$ cat config.mk
export PLATFORM = sky130hd
export DESIGN_NAME = usb_tx_crc_fsm
export DESIGN_NICKNAME = d
export VERILOG_FILES = /design/src/rtl/usb_pkg.sv /design/src/rtl/usb_crc16_byte.sv /design/src/rtl/usb_tx_crc_fsm.sv
export SDC_FILE = /design/constraint.sdc
export NUM_CORES = 1
export LEC_CHECK = 0
export BUFFER_PORTS_ARGS = -buffer_cell sky130_fd_sc_hd__buf_2
export CAP_MARGIN = 25
export CORE_MARGIN = 4
export CORE_UTILIZATION = 45
export DETAILED_ROUTE_END_ITERATION = 8
export PLACE_DENSITY_LB_ADDON = 0.12
export REMOVE_ABC_BUFFERS = 1
export SLEW_MARGIN = 20
export SYNTH_ARGS = -nofsm -noshare
export SYNTH_HDL_FRONTEND = slang
export SYNTH_SLANG_ARGS = --single-unit
$ cat constraint.sdc
create_clock -name clk -period 2.3 [get_ports clk]
set_clock_uncertainty 0.05 [all_clocks]
set_input_delay 0.115 -clock clk [delete_from_list [all_inputs] [get_ports clk]]
set_output_delay 0.115 -clock clk [all_outputs]
set_load 0.005 [all_outputs]
$ cat src/rtl/usb_pkg.sv
// Shared definitions for the USB-style transmitter: FSM state encoding and CRC-16/USB constants.
// Also provides the single-bit reflected CRC step used by the byte-wide CRC stage.
package usb_pkg;

    typedef enum logic [1:0] {
        IDLE = 2'b00,
        DATA = 2'b01,
        CRC1 = 2'b10,
        CRC2 = 2'b11
    } tx_state_e;

    localparam logic [15:0] CRC16_POLY_REF = 16'hA001;
    localparam logic [15:0] CRC16_INIT     = 16'hFFFF;

    // One reflected CRC step: feedback is the register LSB xor the incoming bit.
    function automatic logic [15:0] crc16_bit(input logic [15:0] crc, input logic bit_in);
        logic [15:0] shifted;
        shifted = {1'b0, crc[15:1]};
        return (crc[0] ^ bit_in) ? (shifted ^ CRC16_POLY_REF) : shifted;
    endfunction

endpackage

$ cat src/rtl/usb_crc16_byte.sv
// Combinational CRC-16/USB update for one full byte, bits consumed LSB first.
module usb_crc16_byte
    import usb_pkg::*;
(
    input  logic [15:0] crc_in,
    input  logic [7:0]  data_in,
    output logic [15:0] crc_out
);

    logic [15:0] crc_acc_s;

    // Unrolled eight-step bit-serial update
    always_comb begin
        crc_acc_s = crc_in;
        for (int i = 0; i < 8; i++) begin
            crc_acc_s = crc16_bit(crc_acc_s, data_in[i]);
        end
    end

    assign crc_out = crc_acc_s;

endmodule

$ cat src/rtl/usb_tx_crc_fsm.sv
// Packet transmitter: forwards a payload over valid/ready and appends a CRC-16/USB trailer, LSB first.
// Optional macro USB_TX_ABORT_EN adds an abort input that drops the packet in progress.
module usb_tx_crc_fsm
    import usb_pkg::*;
#(
    parameter int MAX_LEN    = 64,
    parameter int LEN_W      = $clog2(MAX_LEN + 1),
    parameter int HIST_DEPTH = 10
) (
    input  logic                  clk,
    input  logic                  reset,
`ifdef USB_TX_ABORT_EN
    input  logic                  abort,
`endif
    input  logic                  send_data,
    input  logic [LEN_W-1:0]      pkt_len,
    input  logic [7:0]            in_data,
    input  logic                  in_valid,
    output logic                  in_ready,
    output logic [7:0]            tx_data,
    output logic                  tx_valid,
    input  logic                  tx_ready,
    output logic                  tx_last,
    output logic                  busy,
    output logic [HIST_DEPTH-1:0] buff
);

    tx_state_e             state_r, state_nxt_s;
    logic [LEN_W-1:0]      cnt_r, cnt_nxt_s;
    logic [LEN_W-1:0]      len_r, len_nxt_s;
    logic [15:0]           crc_r, crc_nxt_s, crc_upd_s;
    logic [HIST_DEPTH-1:0] buff_r;
    logic [LEN_W-1:0]      len_clamp_s;
    logic                  last_beat_s, fire_s, abort_s;
    logic [7:0]            tx_data_s;
    logic                  tx_valid_s, in_ready_s, tx_last_s;

`ifdef USB_TX_ABORT_EN
    assign abort_s = abort;
`else
    assign abort_s = 1'b0;
`endif

    assign len_clamp_s = (pkt_len > LEN_W'(MAX_LEN)) ? LEN_W'(MAX_LEN) : pkt_len;
    assign last_beat_s = (cnt_r == (len_r - LEN_W'(1)));

    usb_crc16_byte u_crc (
        .crc_in  (crc_r),
        .data_in (in_data),
        .crc_out (crc_upd_s)
    );

    // Handshake and data outputs decoded from the current state
    always_comb begin
        tx_data_s  = 8'h00;
        tx_valid_s = 1'b0;
        in_ready_s = 1'b0;
        tx_last_s  = 1'b0;
        case (state_r)
            IDLE: begin
                tx_valid_s = 1'b0;
            end
            DATA: begin
                tx_data_s  = in_data;
                tx_valid_s = in_valid;
                in_ready_s = tx_ready;
            end
            CRC1: begin
                tx_data_s  = ~crc_r[7:0];
                tx_valid_s = 1'b1;
            end
            CRC2: begin
                tx_data_s  = ~crc_r[15:8];
                tx_valid_s = 1'b1;
                tx_last_s  = 1'b1;
            end
            default: begin
                tx_valid_s = 1'b0;
            end
        endcase
    end

    // An abort cycle must never complete a transfer on either side
    assign tx_data  = tx_data_s;
    assign tx_valid = tx_valid_s & ~abort_s;
    assign in_ready = in_ready_s & ~abort_s;
    assign tx_last  = tx_last_s;
    assign fire_s   = tx_valid & tx_ready;
    assign busy     = (state_r != IDLE);
    assign buff     = buff_r;

    // Next-state, counter and CRC update
    always_comb begin
        state_nxt_s = state_r;
        cnt_nxt_s   = cnt_r;
        len_nxt_s   = len_r;
        crc_nxt_s   = crc_r;
        if (abort_s && (state_r != IDLE)) begin
            state_nxt_s = IDLE;
            cnt_nxt_s   = {LEN_W{1'b0}};
            crc_nxt_s   = CRC16_INIT;
        end else begin
            case (state_r)
                IDLE: begin
                    if (send_data) begin
                        len_nxt_s   = len_clamp_s;
                        cnt_nxt_s   = {LEN_W{1'b0}};
                        crc_nxt_s   = CRC16_INIT;
                        state_nxt_s = (len_clamp_s != {LEN_W{1'b0}}) ? DATA : CRC1;
                    end else begin
                        state_nxt_s = IDLE;
                    end
                end
                DATA: begin
                    if (fire_s) begin
                        crc_nxt_s   = crc_upd_s;
                        cnt_nxt_s   = cnt_r + LEN_W'(1);
                        state_nxt_s = last_beat_s ? CRC1 : DATA;
                    end else begin
                        state_nxt_s = DATA;
                    end
                end
                CRC1: begin
                    if (fire_s) begin
                        state_nxt_s = CRC2;
                    end else begin
                        state_nxt_s = CRC1;
                    end
                end
                CRC2: begin
                    if (fire_s) begin
                        state_nxt_s = IDLE;
                    end else begin
                        state_nxt_s = CRC2;
                    end
                end
                default: begin
                    state_nxt_s = IDLE;
                end
            endcase
        end
    end

    // State, counter, CRC and fire-history registers
    always_ff @(posedge clk) begin
        if (!reset) begin
            state_r <= IDLE;
            cnt_r   <= {LEN_W{1'b0}};
            len_r   <= {LEN_W{1'b0}};
            crc_r   <= CRC16_INIT;
            buff_r  <= {HIST_DEPTH{1'b0}};
        end else begin
            state_r <= state_nxt_s;
            cnt_r   <= cnt_nxt_s;
            len_r   <= len_nxt_s;
            crc_r   <= crc_nxt_s;
            buff_r  <= {buff_r[HIST_DEPTH-2:0], fire_s};
        end
    end

endmodule

Word level (Yosys, flattened, before mapping)
Index checks and enable logic that the tools add are counted.
{"block": "word_totals", "register_bits": 42, "in_bits": 20}
{"block": "classes", "addsub": 2, "magnitude_cmp": 1, "n_eq_ne": 6, "muxes": 26, "bitwise_logic": 19, "reduce_logical": 7}
{"op": "$mux 16", "n": 10}
{"op": "$pmux 16 s2", "n": 1}
{"op": "$not 2->3", "n": 8}
{"op": "$pmux 8 s3", "n": 1}
{"op": "$mux 7", "n": 3}
{"op": "$not 8->8", "n": 2}
{"op": "$pmux 7 s2", "n": 1}
{"op": "$mux 2", "n": 5}
{"op": "$pmux 2 s4", "n": 1}
{"op": "$xor 1x1->1", "n": 8}
{"op": "$add 7x1->7 const B", "n": 1}
{"op": "$eq 7x7->1", "n": 1}
{"op": "$gt 7x7->1 const B", "n": 1}
{"op": "$reduce_bool 7->1", "n": 1}
{"op": "$sub 7x1->7 const B", "n": 1}
{"op": "$eq 2x2->1 const B", "n": 2}
{"op": "$ne 2x2->1 const B", "n": 2}
{"op": "$reduce_bool 2->1", "n": 2}
{"op": "$mux 1", "n": 3}
{"op": "$pmux 1 s3", "n": 1}
{"op": "$reduce_and 3->1", "n": 1}
{"op": "$eq 2x1->1 const B", "n": 1}
{"op": "$logic_not 2->1", "n": 1}
{"op": "$reduce_and 2->1", "n": 1}
{"op": "other kinds (2)", "n": 2}

Longest topological paths before layout
Gate-level depths: netlist (run 1).
{"block": "depth", "depth_word": 18, "depth_mapped": 7, "depth_no_buf": 7}

By module
From an unflattened synthesis (run 1), not the netlist that was laid out.
{"block": "hier_totals", "hier_cells": 256, "hier_area_um2": 2334.7}
{"module": "usb_tx_crc_fsm", "n_inst": 1, "cells_each": 229, "area_per_inst_um2": 2026.9, "seq_area_each_um2": 840.8}
{"module": "usb_crc16_byte", "n_inst": 1, "cells_each": 27, "area_per_inst_um2": 307.8, "seq_area_each_um2": 0.0}

Least setup slack after synthesis (run 1)
OpenSTA, ideal clock, no wires.
{"block": "synth_path", "path_type": "reg-to-reg", "from": "reg crc_r[0]", "to": "reg crc_r[0]", "setup_ns": 0.122, "t_arrival_ns": 1.921, "path_slack_ns": 0.208, "stages_incl_launch_ff": 6, "synth_period_minus_slack_ns": 2.092, "cell_sequence": "dfxtp_1 xnor2_1 xor3_1 xnor3_2 xnor3_1 a221o_1"}
{"block": "synth_via", "elab_chain_len": 18}
{"element": "start, declared", "line_no": "usb_tx_crc_fsm.sv:31", "rtl": "logic [15:0] crc_r, crc_nxt_s, crc_upd_s;"}
{"element": "start signal, assigned", "line_no": "usb_tx_crc_fsm.sv:156", "rtl": "crc_r <= crc_nxt_s;"}
{"element": "$xor 1x1->1", "line_no": "usb_pkg.sv:19", "rtl": "return (crc[0] ^ bit_in) ? (shifted ^ CRC16_POLY_REF) : shifted;"}
{"element": "$mux 16", "line_no": "usb_pkg.sv:19"}
{"element": "$xor 1x1->1", "line_no": "usb_pkg.sv:19"}
{"element": "$mux 16", "line_no": "usb_pkg.sv:19"}
{"element": "$xor 1x1->1", "line_no": "usb_pkg.sv:19"}
{"element": "$mux 16", "line_no": "usb_pkg.sv:19"}
{"element": "$xor 1x1->1", "line_no": "usb_pkg.sv:19"}
{"element": "$mux 16", "line_no": "usb_pkg.sv:19"}
{"element": "[2 not listed]"}
{"element": "$xor 1x1->1", "line_no": "usb_pkg.sv:19"}
{"element": "$mux 16", "line_no": "usb_pkg.sv:19"}
{"element": "$xor 1x1->1", "line_no": "usb_pkg.sv:19"}
{"element": "$mux 16", "line_no": "usb_pkg.sv:19"}
{"element": "$xor 1x1->1", "line_no": "usb_pkg.sv:19"}
{"element": "$mux 16", "line_no": "usb_pkg.sv:19"}
{"element": "$mux 16", "line_no": "usb_tx_crc_fsm.sv:115", "rtl": "if (fire_s) begin"}
{"element": "$pmux 16 s2", "line_no": "usb_tx_crc_fsm.sv:103", "rtl": "case (state_r)"}
No other way between the ends. The select of a mux whose other input is x is not followed.
A chain may end at the register's enable or synchronous reset.

Worst setup path after layout (run 1)
{"block": "layout_path", "from": "reg crc_r[2]", "to": "reg crc_r[0]"}
{"block": "layout_via", "elab_chain_len": 17}
{"element": "$mux 16 *", "line_no": "usb_pkg.sv:19"}
{"element": "$not 2->3 (no source line)"}
{"element": "$mux 16 *", "line_no": "usb_pkg.sv:19"}
{"element": "$xor 1x1->1 *", "line_no": "usb_pkg.sv:19"}
{"element": "$mux 16 *", "line_no": "usb_pkg.sv:19"}
{"element": "$xor 1x1->1 *", "line_no": "usb_pkg.sv:19"}
{"element": "$mux 16 *", "line_no": "usb_pkg.sv:19"}
{"element": "$xor 1x1->1 *", "line_no": "usb_pkg.sv:19"}
{"element": "$mux 16 *", "line_no": "usb_pkg.sv:19"}
{"element": "$xor 1x1->1 *", "line_no": "usb_pkg.sv:19"}
{"element": "$mux 16 *", "line_no": "usb_pkg.sv:19"}
{"element": "$xor 1x1->1 *", "line_no": "usb_pkg.sv:19"}
{"element": "$mux 16 *", "line_no": "usb_pkg.sv:19"}
{"element": "$xor 1x1->1 *", "line_no": "usb_pkg.sv:19"}
{"element": "$mux 16 *", "line_no": "usb_pkg.sv:19"}
{"element": "$mux 16 *", "line_no": "usb_tx_crc_fsm.sv:115"}
{"element": "$pmux 16 s2 *", "line_no": "usb_tx_crc_fsm.sv:103"}
Every way passes the cells marked *; elsewhere a longest branch is shown, timed or not. The select of a mux whose other input is x is not followed.

==> run_results.csv, run 1 <==
group,metric,value,unit
run_status,status,"completed",
final_layout,nets,319,
timing,setup_violations,0,
cts,clkTransAtPathRegs,90,ps
drt,top_layer,"met4",
timing,tightest_slew,451.0,ps
cts,cts_resized,0,
cts,cts_setup_buffers,0,
power_and_ir_drop,p_sw_frac,0.2838,
power_and_ir_drop,clockPowerShare,0.312,
cts,htreeDepth,2,
timing,fin_tns_setup,0,ps
critical_path,critPathRequiredTime,2450,ps
timing,maxClockFrequency,460.2,MHz
floorplan,fp.coreArea,4723,sq um
synthesis,yosys_register_bits,42,
final_layout,final_cell_mix,"dfxtp_1 (42), buf_2 (41), nand2_1 (26)",
floorplan,dieHeight,78.02,microns
timing,whs,23.78,ps
final_layout,final_common_cell,"dfxtp_1",
drt,wl_met3,227,microns
critical_path,critical_path_class,"register to register",
synthesis,yosysUniqueCellTypes,38,
timing,rsz0062_at_grt,"false",
drt,wl_met2,2006,microns
placement,pre_cts_ws,128.8,ps
timing,hold_violations,0,
global_route,grt_pass1_wl,7948,microns
placement,globalplace.congestion,0.8048,
drt,drc,0,
drt,wl_per_cell,13.11,microns
critical_path,slowest_stage,"xnor3_2",
cts,clkLatencyLatePin,300,ps
synthesis,synth_top_area_frac,0.3812,
synthesis,avgSynthCellArea,8.753,sq um
placement,place_area,2517,sq um
flow_run,maxCapViolations,0,
timing,period_share,0.9448,
final_layout,fillers,458,
cts,cts_root_buffer,"clkbuf_8",
cts,ctsHoldBuffers,0,
final_layout,design_area,2611,sq um
floorplan,die_w,78.02,microns
timing,final_max_slew_viol_count,0,
timing,setup_slack,127.1,ps
power_and_ir_drop,powerDensity,601.5,nW/um^2
global_route,grt_use_total,0.1636,
placement,port-buffer-count,41,
drt,dr.pass1.iters,4,
drt,wl_met1,2505,microns
synthesis,syn-cell-area,2206,sq um
global_route,antenna_found_initial,0,
floorplan,dieArea,6086,sq um
worst_hold_path,hp-class,"primary input to register",
power_and_ir_drop,p_int,1.125,mW
synthesis,yosysSeqAreaShare,0.3812,
drt,drt_iter0_markers,70,
global_route,first_global_vias,1694,
critical_path,crit_arrival,2320,ps
synthesis,yosysTopAreaCell,"dfxtp_1",
power_and_ir_drop,seqPwrFrac,0.487,
critical_path,crit_path_cell_trace,"xnor2_1 > xor2_1 > xnor3_2 > xnor3_1 > a221o_1",
drt,vias_per_cell,4.962,
drt,num_vias,1811,
power_and_ir_drop,power_frac_comb,0.200,
cts,clk_path_buf_depth,2,
final_layout,area_growth,18.38,%
final_layout,diodes,0,
drt,ant_nets,0,
synthesis,synthCells,252,
synthesis,synthTopCellsByArea,"dfxtp_1 (38%), xnor2_1 (6.4%), xor2_1 (6.4%), nand2_1 (4.4%), o22ai_1 (4.3%)",
cts,cts_sinks,42,
critical_path,max_stage_delay,440,ps
critical_path,endpoint_kind,"register",
cts,cts_buffers,5,
timing,min_period,2173,ps
timing,slew_headroom,0.6990,
floorplan,rows,25,
floorplan,start_util,0.4670,
power_and_ir_drop,leakage,1.205,nW
global_route,grt_overflow,0,
power_and_ir_drop,ir_drop,0.0003431,V
final_layout,drive_gt1_frac,0.2047,
critical_path,cp-start-kind,"register",
cts,cts_tree,"built",
placement,dp_hpwl,3621,microns
power_and_ir_drop,switchingPower,0.4458,mW
floorplan,ios,42,
critical_path,crit_fanout,3,
global_route,grt_max_degree,25,
drt,drt_wl_total,4784,microns
synthesis,synth_warnings,0,
-- registers in the layout, summed over array words and instances, names as in the netlist --
name	flops
crc_r	16
len_r	7
buff	10
state_r	2
cnt_r	7
-- synth_stat cells (all sizes together) --
master	count
o41ai	1
ha	2
a21boi	1
dfxtp	42
nor2	10
and2	11
nor3b	8
a221o	1
nand2b	2
nor4	1
and4	1
inv	16
xnor2	16
nand4	5
xor3	1
mux2i	9
nor2b	9
and4b	1
nand3b	1
or2	1
clkbuf	10
nand3	8
o211ai	3
nor3	3
a21o	2
a21oi	10
and3	6
nand2	26
buf	2
or4	1
xor2	17
o22ai	15
a31oi	2
o21ai	3
xnor3	3
a311oi	2
-- kinds of logic (layout without fill, tap and decap cells) --
logic type / after synthesis / count (layout) / synth area share
multiplexers: 9 / 9 / 0.04084
AO/OA/AOI/OAI: 40 / 40 / 0.1146
buffers and inverters: 28 / 74 / 0.04765
XOR/XNOR: 37 / 37 / 0.1764
AND/OR/NAND/NOR: 94 / 94 / 0.2280
adder cells (fa/ha/maj): 2 / 2 / 0.01134
flip-flops: 42 / 42 / 0.3812
-- critical path: cells and delay by family, from the launching register on --
kind / cells / cell delay, ps
XOR/XNOR: 4 / 1370
flip-flops: 1 / 340
AO/OA/AOI/OAI: 1 / 320
-- metal layers --
layer  vias to the layer above  GRT usage
met3                         4    0.04243
met1                       818     0.2377
met5                         -          0
li1                        952          -
met2                        37     0.2329
met4                         0    0.05769
-- final timing paths --
path              cells after the start     start   endpoint  slack [ps]
setup / recovery                      5  crc_r[2]   crc_r[0]         130
hold / removal                        2     reset  crc_r[13]          20
setup reg to reg                      5  crc_r[2]   crc_r[0]         130
hold reg to reg                       1   buff[2]    buff[3]         410
-- power groups by stage --
stage	clock [mW]	combinational, mW	sequential [mW]
CTS	0.510	0.316	0.765
finish	0.491	0.315	0.766
global route	0.540	0.348	0.770
detailed placement	0	0.314	0.783
global placement	0	0.314	0.782
floorplan	0	0.215	0.777
-- metrics by stage --
| step | power [mW] | std cells | util |
|---|---|---|---|
| final | 1.571 | 365 | 0.5528 |
| after floorplan | 0.9925 | 240 | - |
| after global placement | 1.097 | 357 | 0.5330 |
| after detailed placement | 1.097 | 357 | 0.5330 |
| after global routing | 1.657 | 365 | 0.5528 |
| after CTS | 1.591 | 365 | 0.5528 |
-- cell type report --
type | count | area, sq um | share of cell area
Tap cell | 67 | 83.83 | 0.03210
Timing Repair Buffer | 50 | 272.8 | 0.1045
Sequential cell | 42 | 840.8 | 0.3220
Clock inverter | 3 | 25.02 | 0.009583
Multi-Input combinational cell | 182 | 1260 | 0.4825
Clock buffer | 5 | 68.82 | 0.02635
Inverter | 16 | 60.06 | 0.02300
(Power assumes the default switching activity.)
==> inputs of run 2 (changes only) <==
CORE_UTILIZATION = 55   (was 45)
REMOVE_ABC_BUFFERS = unset   (was 1)
TNS_END_PERCENT = 20   (was unset)
==> run_results.csv, run 2 (synthesis gave the netlist of run 1 again) <==
group,metric,value,unit
cts,cts_tree,"built",
timing,setup_slack,104.7,ps
cts,clkLatencyLatePin,290,ps
final_layout,drive_gt1_frac,0.2020,
cts,clk_path_buf_depth,2,
cts,clkTransAtPathRegs,80,ps
critical_path,critical_path_class,"register to register",
cts,ctsHoldBuffers,0,
timing,min_period,2195,ps
critical_path,crit_arrival,2330,ps
timing,period_share,0.9545,
placement,placed_cells,337,
power_and_ir_drop,leakage,1.227,nW
final_layout,nets,318,
cts,cts_root_buffer,"clkbuf_8",
critical_path,reg2reg_depth,5,
critical_path,worstReg2RegEnd,"crc_r[0]",
final_layout,area_growth,19.17,%
floorplan,ios,42,
timing,hold_violations,0,
placement,port-buffer-count,41,
final_layout,multiInputGateArea,1260,sq um
final_layout,final_cell_mix,"dfxtp_1 (42), buf_2 (41), nand2_1 (26)",
placement,place_area,2486,sq um
critical_path,max_stage_delay,500,ps
final_layout,design_area,2629,sq um
placement,globalplace.congestion,0.9003,
floorplan,fp.coreArea,3771,sq um
cts,cts_resized,0,
worst_hold_path,hp-class,"primary input to register",
final_layout,fillers,319,
timing,maxClockFrequency,455.5,MHz
final_layout,largest-register,"crc_r",
timing,whs,49.00,ps
drt,drt_iter0_markers,124,
floorplan,dieArea,5088,sq um
drt,drc,0,
synthesis,syn_nets,274,
timing,final_max_slew_viol_count,0,
timing,tightest_slew,407.6,ps
drt,drt_wl_total,4884,microns
critical_path,r2r_setup_slack,100,ps
final_layout,final_common_cell,"dfxtp_1",
cts,htreeDepth,2,
timing,setup_violations,0,
run_status,status,"completed",
power_and_ir_drop,finalPower,1.797,mW
critical_path,crit_fanout,3,
drt,num_vias,1885,
placement,pre_cts_ws,146.4,ps
floorplan,start_util,0.5849,
final_layout,register_area,840.8,sq um
final_layout,final-instance-count-excl-fill,345,
critical_path,endpoint,"crc_r[0]",
critical_path,endpoint_kind,"register",
critical_path,rr_startpoint,"crc_r[4]",
timing,slew_headroom,0.7280,
global_route,antenna_found_initial,0,
power_and_ir_drop,ir_drop,0.0004851,V
global_route,grt_overflow,0,
timing,rsz0062_at_grt,"false",
final_layout,largest_register_ffs,16,
power_and_ir_drop,powerDensity,683.7,nW/um^2
critical_path,cp-start-kind,"register",
global_route,grt_use_total,0.1996,
critical_path,startpoint,"crc_r[4]",
drt,vias_per_cell,5.464,
final_layout,utilization,0.6971,
drt,ant_nets,0,
placement,dp_hpwl,3522,microns
cts,cts_setup_buffers,0,
timing,fin_tns_setup,0,ps
final_layout,diodes,0,
critical_path,critPathRequiredTime,2440,ps
global_route,grt_max_degree,23,
drt,wl_per_cell,14.16,microns
flow_run,maxCapViolations,0,
global_route,grt_pass1_wl,8190,microns
floorplan,rows,22,
critical_path,slowest_stage,"xnor3_2",
cts,cts_sinks,42,
floorplan,dieHeight,71.33,microns
cts,cts_buffers,5,
global_route,first_global_vias,1814,
drt,dr.pass1.iters,4,
critical_path,crit_path_cell_trace,"xnor2_1 > xor2_1 > xnor3_2 > xnor3_1 > a221o_1",
floorplan,die_w,71.33,microns
## run 2: critical path, delay by kind of cell (launching register included)
kind / cells / cell delay [ps]
compound gates: 1 / 320
xor+xnor: 4 / 1370
flops: 1 / 340
## run 2: layout make-up
| cell class | instances | area share |
|---|---|---|
| inverter | 16 | 0.02285 |
| timing repair buffer | 49 | 0.1009 |
| multi-input combinational | 182 | 0.4793 |
| sequential | 42 | 0.3198 |
| clock buffer | 6 | 0.03141 |
| clock inverter | 2 | 0.02285 |
| tap | 48 | 0.02285 |
## run 2: where the power goes
part	switching, mW	internal, mW	total (mW)
Combinational	0.158	0.158	0.316
Clock	0.253	0.463	0.716
Sequential	0.0195	0.746	0.765
Total	0.431	1.37	1.80
## run 2: how the worst min path moves through the flow
stage                   from         to  slack [ps]  cells after the start
floorplan           tx_ready    buff[0]         210                      1
global placement       reset   crc_r[8]         350                      2
detailed placement     reset  crc_r[13]         350                      2
CTS                    reset  crc_r[13]          40                      2
global route           reset  crc_r[12]          60                      2
finish                 reset   crc_r[6]          50                      2
## run 2: per-layer routing
metal,part of all wire,wire length [microns],track usage,vias to the layer above
met5,0,0,0,-
met2,0.53,2579,0.3612,40
met3,0.042,204,0.03927,7
met1,0.42,2038,0.2381,885
li1,-,-,-,953
met4,0.013,62,0.05637,0
